==> src/rtl/seg7_scan_driver_pkg.sv <==
`default_nettype none
// +----------------------------------------------------------------------+
// | Module : seg7_pkg                                                      |
// | Brief  : Shared 7-segment constants and hex-to-segment decode.        |
// | Rev    : 1.0  initial release                                          |
// +----------------------------------------------------------------------+
package seg7_pkg;

  localparam logic [6:0] SEG_BLANK = 7'b1111111;
  localparam logic       ANODE_OFF = 1'b1;

  // Active-low, bit 6 = segment A ... bit 0 = segment G
  localparam logic [6:0] SEG_CODE [16] = '{
    7'b0000001, 7'b1001111, 7'b0010010, 7'b0000110,
    7'b1001100, 7'b0100100, 7'b0100000, 7'b0001111,
    7'b0000000, 7'b0000100, 7'b0001000, 7'b1100000,
    7'b0110001, 7'b1000010, 7'b0110000, 7'b0111000
  };

  function automatic logic [6:0] hex_to_seg(input logic [3:0] nibble);
    return SEG_CODE[nibble];
  endfunction

endpackage
`default_nettype wire

==> src/rtl/seg7_scan_driver_if.sv <==
`default_nettype none
// +----------------------------------------------------------------------+
// | Module : seg7_scan_driver_if                                           |
// | Brief  : Control inputs and display outputs of the scan driver.       |
// | Rev    : 1.0  initial release                                          |
// +----------------------------------------------------------------------+
interface seg7_scan_driver_if #(
  parameter int NUM_DIGITS = 8,
  parameter int BRIGHT_W   = 3
);

  logic                    Enable;
  logic [4*NUM_DIGITS-1:0] In;
  logic [NUM_DIGITS-1:0]   DP_In;
  logic                    Blank_Zeros;
  logic [BRIGHT_W-1:0]     Brightness;
  logic [6:0]              Cathodes;
  logic                    DP;
  logic [NUM_DIGITS-1:0]   Anodes;
  logic                    Frame_Start;

  modport master (
    output Enable, In, DP_In, Blank_Zeros, Brightness,
    input  Cathodes, DP, Anodes, Frame_Start
  );

  modport slave (
    input  Enable, In, DP_In, Blank_Zeros, Brightness,
    output Cathodes, DP, Anodes, Frame_Start
  );

endinterface
`default_nettype wire

==> src/rtl/seg7_scan_driver_tick_gen.sv <==
`default_nettype none
// +----------------------------------------------------------------------+
// | Module : seg7_tick_gen                                                 |
// | Brief  : Digit-slot prescaler with wrap pulse and enable hold.        |
// | Rev    : 1.0  initial release                                          |
// +----------------------------------------------------------------------+
module seg7_tick_gen #(
  parameter int SLOT   = 4,
  parameter int SLOT_W = $clog2(SLOT)
) (
  input  wire logic              clk,
  input  wire logic              rst,
  input  wire logic              enable,
  output logic [SLOT_W-1:0]      slot_cnt,
  output logic                   wrap
);

  assign wrap = enable && (slot_cnt == SLOT_W'(SLOT - 1));

  always_ff @(posedge clk) begin
    if (rst) begin
      slot_cnt <= '0;
    end else if (wrap) begin
      slot_cnt <= '0;
    end else if (enable) begin
      slot_cnt <= slot_cnt + 1'b1;
    end
  end

endmodule
`default_nettype wire

==> src/rtl/seg7_scan_driver.sv <==
`default_nettype none
// +----------------------------------------------------------------------+
// | Module : seg7_scan_driver                                              |
// | Brief  : Time-multiplexed hex display driver with blanking and PWM.   |
// | Rev    : 1.0  initial release                                          |
// +----------------------------------------------------------------------+
module seg7_scan_driver
  import seg7_pkg::*;
#(
  parameter int NUM_DIGITS = 8,
  parameter int CLK_HZ     = 100_000_000,
  parameter int REFRESH_HZ = 1000,
  parameter int BRIGHT_W   = 3
) (
  input  wire logic          Clock_100MHz,
  input  wire logic          Clear,
  seg7_scan_driver_if.slave  bus
);

  localparam int SLOT   = CLK_HZ / (REFRESH_HZ * NUM_DIGITS);
  localparam int SLOT_W = $clog2(SLOT);
  localparam int IDX_W  = (NUM_DIGITS > 1) ? $clog2(NUM_DIGITS) : 1;

  if (NUM_DIGITS < 1 || NUM_DIGITS > 8) begin : g_bad_digits
    $error("seg7_scan_driver: NUM_DIGITS must be 1..8");
  end
  if (SLOT < 4) begin : g_bad_slot
    $error("seg7_scan_driver: digit slot shorter than 4 clocks");
  end

  logic [SLOT_W-1:0]       slot_cnt;
  logic                    slot_wrap;
  logic [IDX_W-1:0]        idx;
  logic [BRIGHT_W-1:0]     pwm;
  logic                    frame_evt;

  logic [4*NUM_DIGITS-1:0] snap_val;
  logic [NUM_DIGITS-1:0]   snap_dp;
  logic                    snap_blank;
  logic [BRIGHT_W-1:0]     snap_bright;

  logic [IDX_W-1:0]        top_digit;
  logic [3:0]              cur_nib;
  logic                    cur_dp;
  logic                    show_digit;
  logic [NUM_DIGITS-1:0]   nxt_an;
  logic [6:0]              nxt_seg;
  logic                    nxt_dp;

  seg7_tick_gen #(
    .SLOT   (SLOT),
    .SLOT_W (SLOT_W)
  ) u_tick_gen (
    .clk      (Clock_100MHz),
    .rst      (Clear),
    .enable   (bus.Enable),
    .slot_cnt (slot_cnt),
    .wrap     (slot_wrap)
  );

  // The first enabled cycle at slot 0 of digit 0 opens a frame, both after reset and after a wrap.
  assign frame_evt = bus.Enable && (slot_cnt == '0) && (idx == '0);

  always_ff @(posedge Clock_100MHz) begin
    if (Clear) begin
      idx         <= '0;
      pwm         <= '0;
      snap_val    <= '0;
      snap_dp     <= '0;
      snap_blank  <= 1'b0;
      snap_bright <= '0;
    end else begin
      if (slot_wrap) begin
        idx <= (idx == IDX_W'(NUM_DIGITS - 1)) ? '0 : idx + 1'b1;
      end
      if (bus.Enable) begin
        pwm <= pwm + 1'b1;
      end
      if (frame_evt) begin
        snap_val    <= bus.In;
        snap_dp     <= bus.DP_In;
        snap_blank  <= bus.Blank_Zeros;
        snap_bright <= bus.Brightness;
      end
    end
  end

  always_comb begin
    top_digit = '0;
    cur_nib   = 4'h0;
    cur_dp    = 1'b0;
    for (int k = 0; k < NUM_DIGITS; k++) begin
      if (snap_val[4*k +: 4] != 4'h0) begin
        top_digit = IDX_W'(k);
      end
      if (idx == IDX_W'(k)) begin
        cur_nib = snap_val[4*k +: 4];
        cur_dp  = snap_dp[k];
      end
    end
  end

  assign show_digit = !snap_blank || (idx <= top_digit);

  // Slot 0 is dead-time; a blanked digit with its point requested still lights for the DP.
  always_comb begin
    nxt_an  = {NUM_DIGITS{ANODE_OFF}};
    nxt_seg = SEG_BLANK;
    nxt_dp  = 1'b1;
    if (bus.Enable && (slot_cnt != '0)) begin
      if (show_digit) begin
        nxt_seg = hex_to_seg(cur_nib);
      end
      nxt_dp = ~cur_dp;
      if ((show_digit || cur_dp) && (pwm <= snap_bright)) begin
        for (int k = 0; k < NUM_DIGITS; k++) begin
          if (idx == IDX_W'(k)) begin
            nxt_an[k] = ~ANODE_OFF;
          end
        end
      end
    end
  end

  always_ff @(posedge Clock_100MHz) begin
    if (Clear) begin
      bus.Anodes      <= {NUM_DIGITS{ANODE_OFF}};
      bus.Cathodes    <= SEG_BLANK;
      bus.DP          <= 1'b1;
      bus.Frame_Start <= 1'b0;
    end else begin
      bus.Anodes      <= nxt_an;
      bus.Cathodes    <= nxt_seg;
      bus.DP          <= nxt_dp;
      bus.Frame_Start <= frame_evt;
    end
  end

endmodule
`default_nettype wire
==> src/flat_wrapper.sv <==
// flat-port wrapper written by rule: the top's interface ports become plain ports
module seg7_scan_driver_flat import seg7_pkg::*;
#(
  parameter int NUM_DIGITS = 8,
  parameter int CLK_HZ     = 100_000_000,
  parameter int REFRESH_HZ = 1000,
  parameter int BRIGHT_W   = 3
)
  (Clock_100MHz, Clear, bus_Enable, bus_In, bus_DP_In, bus_Blank_Zeros, bus_Brightness, bus_Cathodes, bus_DP, bus_Anodes, bus_Frame_Start);
  seg7_scan_driver_if #(.NUM_DIGITS(NUM_DIGITS), .BRIGHT_W(BRIGHT_W)) bus_i ();
  input  wire logic Clock_100MHz;
  input  wire logic Clear;
  input wire logic [$bits(bus_i.Enable)-1:0] bus_Enable;
  input wire logic [$bits(bus_i.In)-1:0] bus_In;
  input wire logic [$bits(bus_i.DP_In)-1:0] bus_DP_In;
  input wire logic [$bits(bus_i.Blank_Zeros)-1:0] bus_Blank_Zeros;
  input wire logic [$bits(bus_i.Brightness)-1:0] bus_Brightness;
  output wire logic [$bits(bus_i.Cathodes)-1:0] bus_Cathodes;
  output wire logic [$bits(bus_i.DP)-1:0] bus_DP;
  output wire logic [$bits(bus_i.Anodes)-1:0] bus_Anodes;
  output wire logic [$bits(bus_i.Frame_Start)-1:0] bus_Frame_Start;
  assign bus_i.Enable = bus_Enable;
  assign bus_i.In = bus_In;
  assign bus_i.DP_In = bus_DP_In;
  assign bus_i.Blank_Zeros = bus_Blank_Zeros;
  assign bus_i.Brightness = bus_Brightness;
  assign bus_Cathodes = bus_i.Cathodes;
  assign bus_DP = bus_i.DP;
  assign bus_Anodes = bus_i.Anodes;
  assign bus_Frame_Start = bus_i.Frame_Start;
  seg7_scan_driver #(.NUM_DIGITS(NUM_DIGITS), .CLK_HZ(CLK_HZ), .REFRESH_HZ(REFRESH_HZ), .BRIGHT_W(BRIGHT_W)) u_core (.Clock_100MHz(Clock_100MHz), .Clear(Clear), .bus(bus_i));
endmodule
==> config.mk <==
export PLATFORM = sky130hd
export DESIGN_NAME = seg7_scan_driver_flat
export DESIGN_NICKNAME = d
export VERILOG_FILES = /design/src/rtl/seg7_scan_driver_pkg.sv /design/src/rtl/seg7_scan_driver_if.sv /design/src/rtl/seg7_scan_driver_tick_gen.sv /design/src/rtl/seg7_scan_driver.sv /design/src/flat_wrapper.sv
export SDC_FILE = /design/constraint.sdc
export NUM_CORES = 1
export LEC_CHECK = 0
export CORE_MARGIN = 3
export CORE_UTILIZATION = 53
export CTS_CLUSTER_DIAMETER = 120
export CTS_CLUSTER_SIZE = 20
export DETAILED_ROUTE_END_ITERATION = 6
export PLACE_DENSITY = 0.79
export SETUP_SLACK_MARGIN = 0.15
export SYNTH_ARGS = -nofsm -noshare
export SYNTH_HDL_FRONTEND = slang
export SYNTH_SLANG_ARGS = --single-unit
==> constraint.sdc <==
create_clock -name Clock_100MHz -period 3.4 [get_ports Clock_100MHz]
set_input_delay 0.68 -clock Clock_100MHz [delete_from_list [all_inputs] [get_ports Clock_100MHz]]
set_output_delay 0.68 -clock Clock_100MHz [all_outputs]
set_load 0.02 [all_outputs]
==> impl_metrics.ini <==
[floorplanning]
die_h_um = 92.4
initial_core_util_pct = 56.4
num_io_pins = 64
core-area_mm2 = 0.00702
die_width_um = 92.4
die_area_mm2 = 0.00854
rows = 30

[critical_path]
crit_path_start_kind = register
crit_path_end_kind = register
slowest_stage = a31oi_1
path_cells = nor4_1, nand2_1, a21oi_1, nor2_1, ha_1, nor2b_1, o21ai_0, nand2b_1, a31oi_1, o221ai_1
critPathMaxStageDelay_ps = 540
crit_required_ps = 3580
cp.arrival_ps = 3050
criticalPathCategory = reg2reg
critPathMaxFanout = 7

[timing]
rsz0062_at_grt = false
fmaxAchievable_ghz = 0.349
setup_ws_ps = 532
finalHoldViolCount = 0
fin_worst_skew_ps = 8.15
worstMarginPinSlew_ps = 624
fin_crit_sh_pct = 84.4
min_period_ps = 2870
relSlewSlack_pct = 58.2
setup_tns_ps = 0
whs_ps = 497
maxSlewViolCount = 0
setup_violations = 0

[placement]
post-dp-hpwl_um = 6470
pre_cts_slack_ps = 480
dp.cells = 576
port_buffers = 63
finalWeightedCongestion = 0.947

[hold_path]
worstHoldPathType = reg2reg

[clocking]
cts_setup_buffers = 0
cts_tree = built
cts_buffer_depth = 2
cts.htree.levels = 3
clock_sinks = 81
clk_pin_slew_worst_paths_ps = 80
cts_buffers = 9
insertion_delay_ps = 350
cts-root-buf = clkbuf_8

[routing]
avgRoutedWirePerCell_um = 15.3
first_iter_violations = 188
antenna_left = 0
dr_total_vias = 3261
drc = 0
post_drt_via_cell_ratio = 5.51
wl_um = 9040
drtPass1Iterations = 4

[yosys]
synth_seq_cells = 81
ys.flop_type = dfxtp_1
synth_top_cells_by_area = dfxtp_1 41%, mux2i_1 12%, nor2_1 7.2%, ha_1 6.3%, nand2_1 3.0%
synth-async-reset-ratio_pct = 0
synth_edf_count = 0
yosys_warnings = 0
avgSynthCellArea_um2 = 9.10
ys_seq_area_share_pct = 41.0
synth_top_area_share_pct = 41.0
syn_nets = 502
ys_types = 56
syn_inst = 435
synth_area_mm2 = 0.00396
synth_area_leader_cell = dfxtp_1

[run_status]
status = completed

[global_routing]
antenna_found_initial = 0
use_met2_pct = 37.6
grt_pass1_wl_um = 14900
grt_pass1_vias = 3196
use_met1_pct = 26.0
grt_max_degree = 53
top_usage_layer = met2
grt_usage_pct = 21.7
grt_overflow = 0
met3_usage_pct = 5.12

[cells_and_area]
diodes = 0
layout-drive-gt1-share_pct = 7.66
fin_nets = 558
stdcell_count = 592
area_delta_synth_final_pct = 21.7

[power]
ir_drop_mv = 0.300
p_leak_nw = 1.89
power.density_mw_per_mm2 = 465

[flow_run]
cap_violations = 0
layout make-up:
| type | count | area [µm²] |
|---|---|---|
| fillers | 563 | 2200 |
| multi-input cells | 309 | 2070 |
| flip-flops and latches | 81 | 1620 |
| repair buffers | 71 | 691 |
| clock buffers | 11 | 141 |
| well taps | 96 | 120 |
| clock inverters | 5 | 103 |
| inverters | 19 | 71.3 |
state kept, by name, summed over array words and instances (netlist names):
register	cells
u_core.bus.Anodes	8
u_core.bus.Cathodes	7
u_core.bus.DP	1
u_core.bus.Frame_Start	1
u_core.idx	3
u_core.pwm	3
u_core.snap_blank	1
u_core.snap_bright	3
u_core.snap_dp	8
u_core.snap_val	32
u_core.u_tick_gen.slot_cnt	14
power breakdown:
part / internal, mW / total (mW) / switching, mW
registers: 1.00 / 1.05 / 0.0437
clock network: 0.507 / 0.842 / 0.335
logic: 0.181 / 0.352 / 0.171
total: 1.69 / 2.24 / 0.549
path summary, 6_finish.rpt:
path	startpoint	end	slack (ps)	cells after the start
min	u_core.snap_bright[2]$_SDFFE_PP0P_	u_core.snap_bright[2]$_SDFFE_PP0P_	500	2
max reg2reg	u_core.snap_val[20]$_SDFFE_PP0P_	u_core.bus.Cathodes[2]$_SDFF_PP1_	530	10
max	u_core.snap_val[20]$_SDFFE_PP0P_	u_core.bus.Cathodes[2]$_SDFF_PP1_	530	10
min reg2reg	u_core.snap_bright[2]$_SDFFE_PP0P_	u_core.snap_bright[2]$_SDFFE_PP0P_	500	2
cells in the final DEF (no fill, tap or decap), types with 2 or more instances in the layout:
| master | instances |
|---|---|
| or2_2 | 2 |
| inv_1 | 18 |
| ha_1 | 16 |
| dfxtp_1 | 81 |
| nand2b_1 | 5 |
| and3_1 | 2 |
| nand3_1 | 14 |
| o211ai_1 | 3 |
| clkbuf_8 | 10 |
| xor2_1 | 9 |
| a31oi_1 | 4 |
| a21o_1 | 2 |
| a221oi_1 | 2 |
| nor4_1 | 8 |
| a2111oi_0 | 2 |
| nor2b_1 | 4 |
| o221ai_1 | 3 |
| mux2i_1 | 49 |
| nand2_1 | 32 |
| nand3b_1 | 4 |
| nor2_1 | 76 |
| o21ai_0 | 9 |
| ha_2 | 4 |
| a21oi_1 | 21 |
| bufinv_16 | 3 |
| mux2_2 | 2 |
| clkdlybuf4s50_1 | 63 |
| a211oi_1 | 2 |
| xnor2_1 | 5 |
| a2bb2oi_1 | 3 |
| buf_4 | 8 |
| nand4_1 | 3 |
cells in the mapped netlist, types with 2 or more instances:
cell	count
a21o_1	2
inv_1	18
nor4_1	8
buf_4	2
a2bb2oi_1	3
a21oi_1	21
buf_12	4
o21ai_0	9
nor2_1	76
clkbuf_8	3
a211oi_1	2
o221ai_1	3
xor2_1	9
nand2_1	32
mux2_2	2
a221oi_1	2
buf_2	5
ha_1	20
nand3_1	14
xnor2_1	5
o211ai_1	3
nor2b_1	4
and3_1	2
mux2i_1	49
nand2b_1	5
dfxtp_1	81
a31oi_1	4
clkbuf_1	11
or2_2	2
nand3b_1	4
a2111oi_0	3
nand4_1	3
kinds of logic after synthesis:
kind of cell | count (synthesis) | synth area share, %
simple gates | 161 | 18.8
fa+ha+maj | 20 | 6.32
xor+xnor | 14 | 3.10
mux | 51 | 13.0
buf+inv | 45 | 7.21
flops | 81 | 41.0
compound gates | 63 | 10.7
critical path, delay by kind of cell (launching register included):
| kind | cells | cell delay, ps |
|---|---|---|
| and+or+nand+nor | 5 | 920 |
| adders and majority gates | 1 | 290 |
| DFF | 1 | 340 |
| AOI/OAI and AO/OA | 4 | 1140 |
routing by layer:
layer	share of wire, %	vias up
li1	-	1620
met1	43	1504
met2	50	114
met3	5.3	23
met4	2.2	0
met5	0	-
stage by stage:
stage / instance area [µm²] / total power [mW] / utilization [%]
finish: 4820 / 2.24 / 68.6
global route: 4820 / 2.34 / 68.6
CTS: 4810 / 2.26 / 68.5
detailed placement: 4560 / 1.41 / 65.0
global placement: 4560 / 1.40 / 65.0
floorplan: 3960 / 1.30 / -
timing repair:
item | 4_1_cts | 5_1_grt
endpoints found under the setup margin | 0 | 1
hold buffers | 0 | 0
gates resized for setup | 0 | 5
No activity file was read; power rests on OpenSTA's default activity.
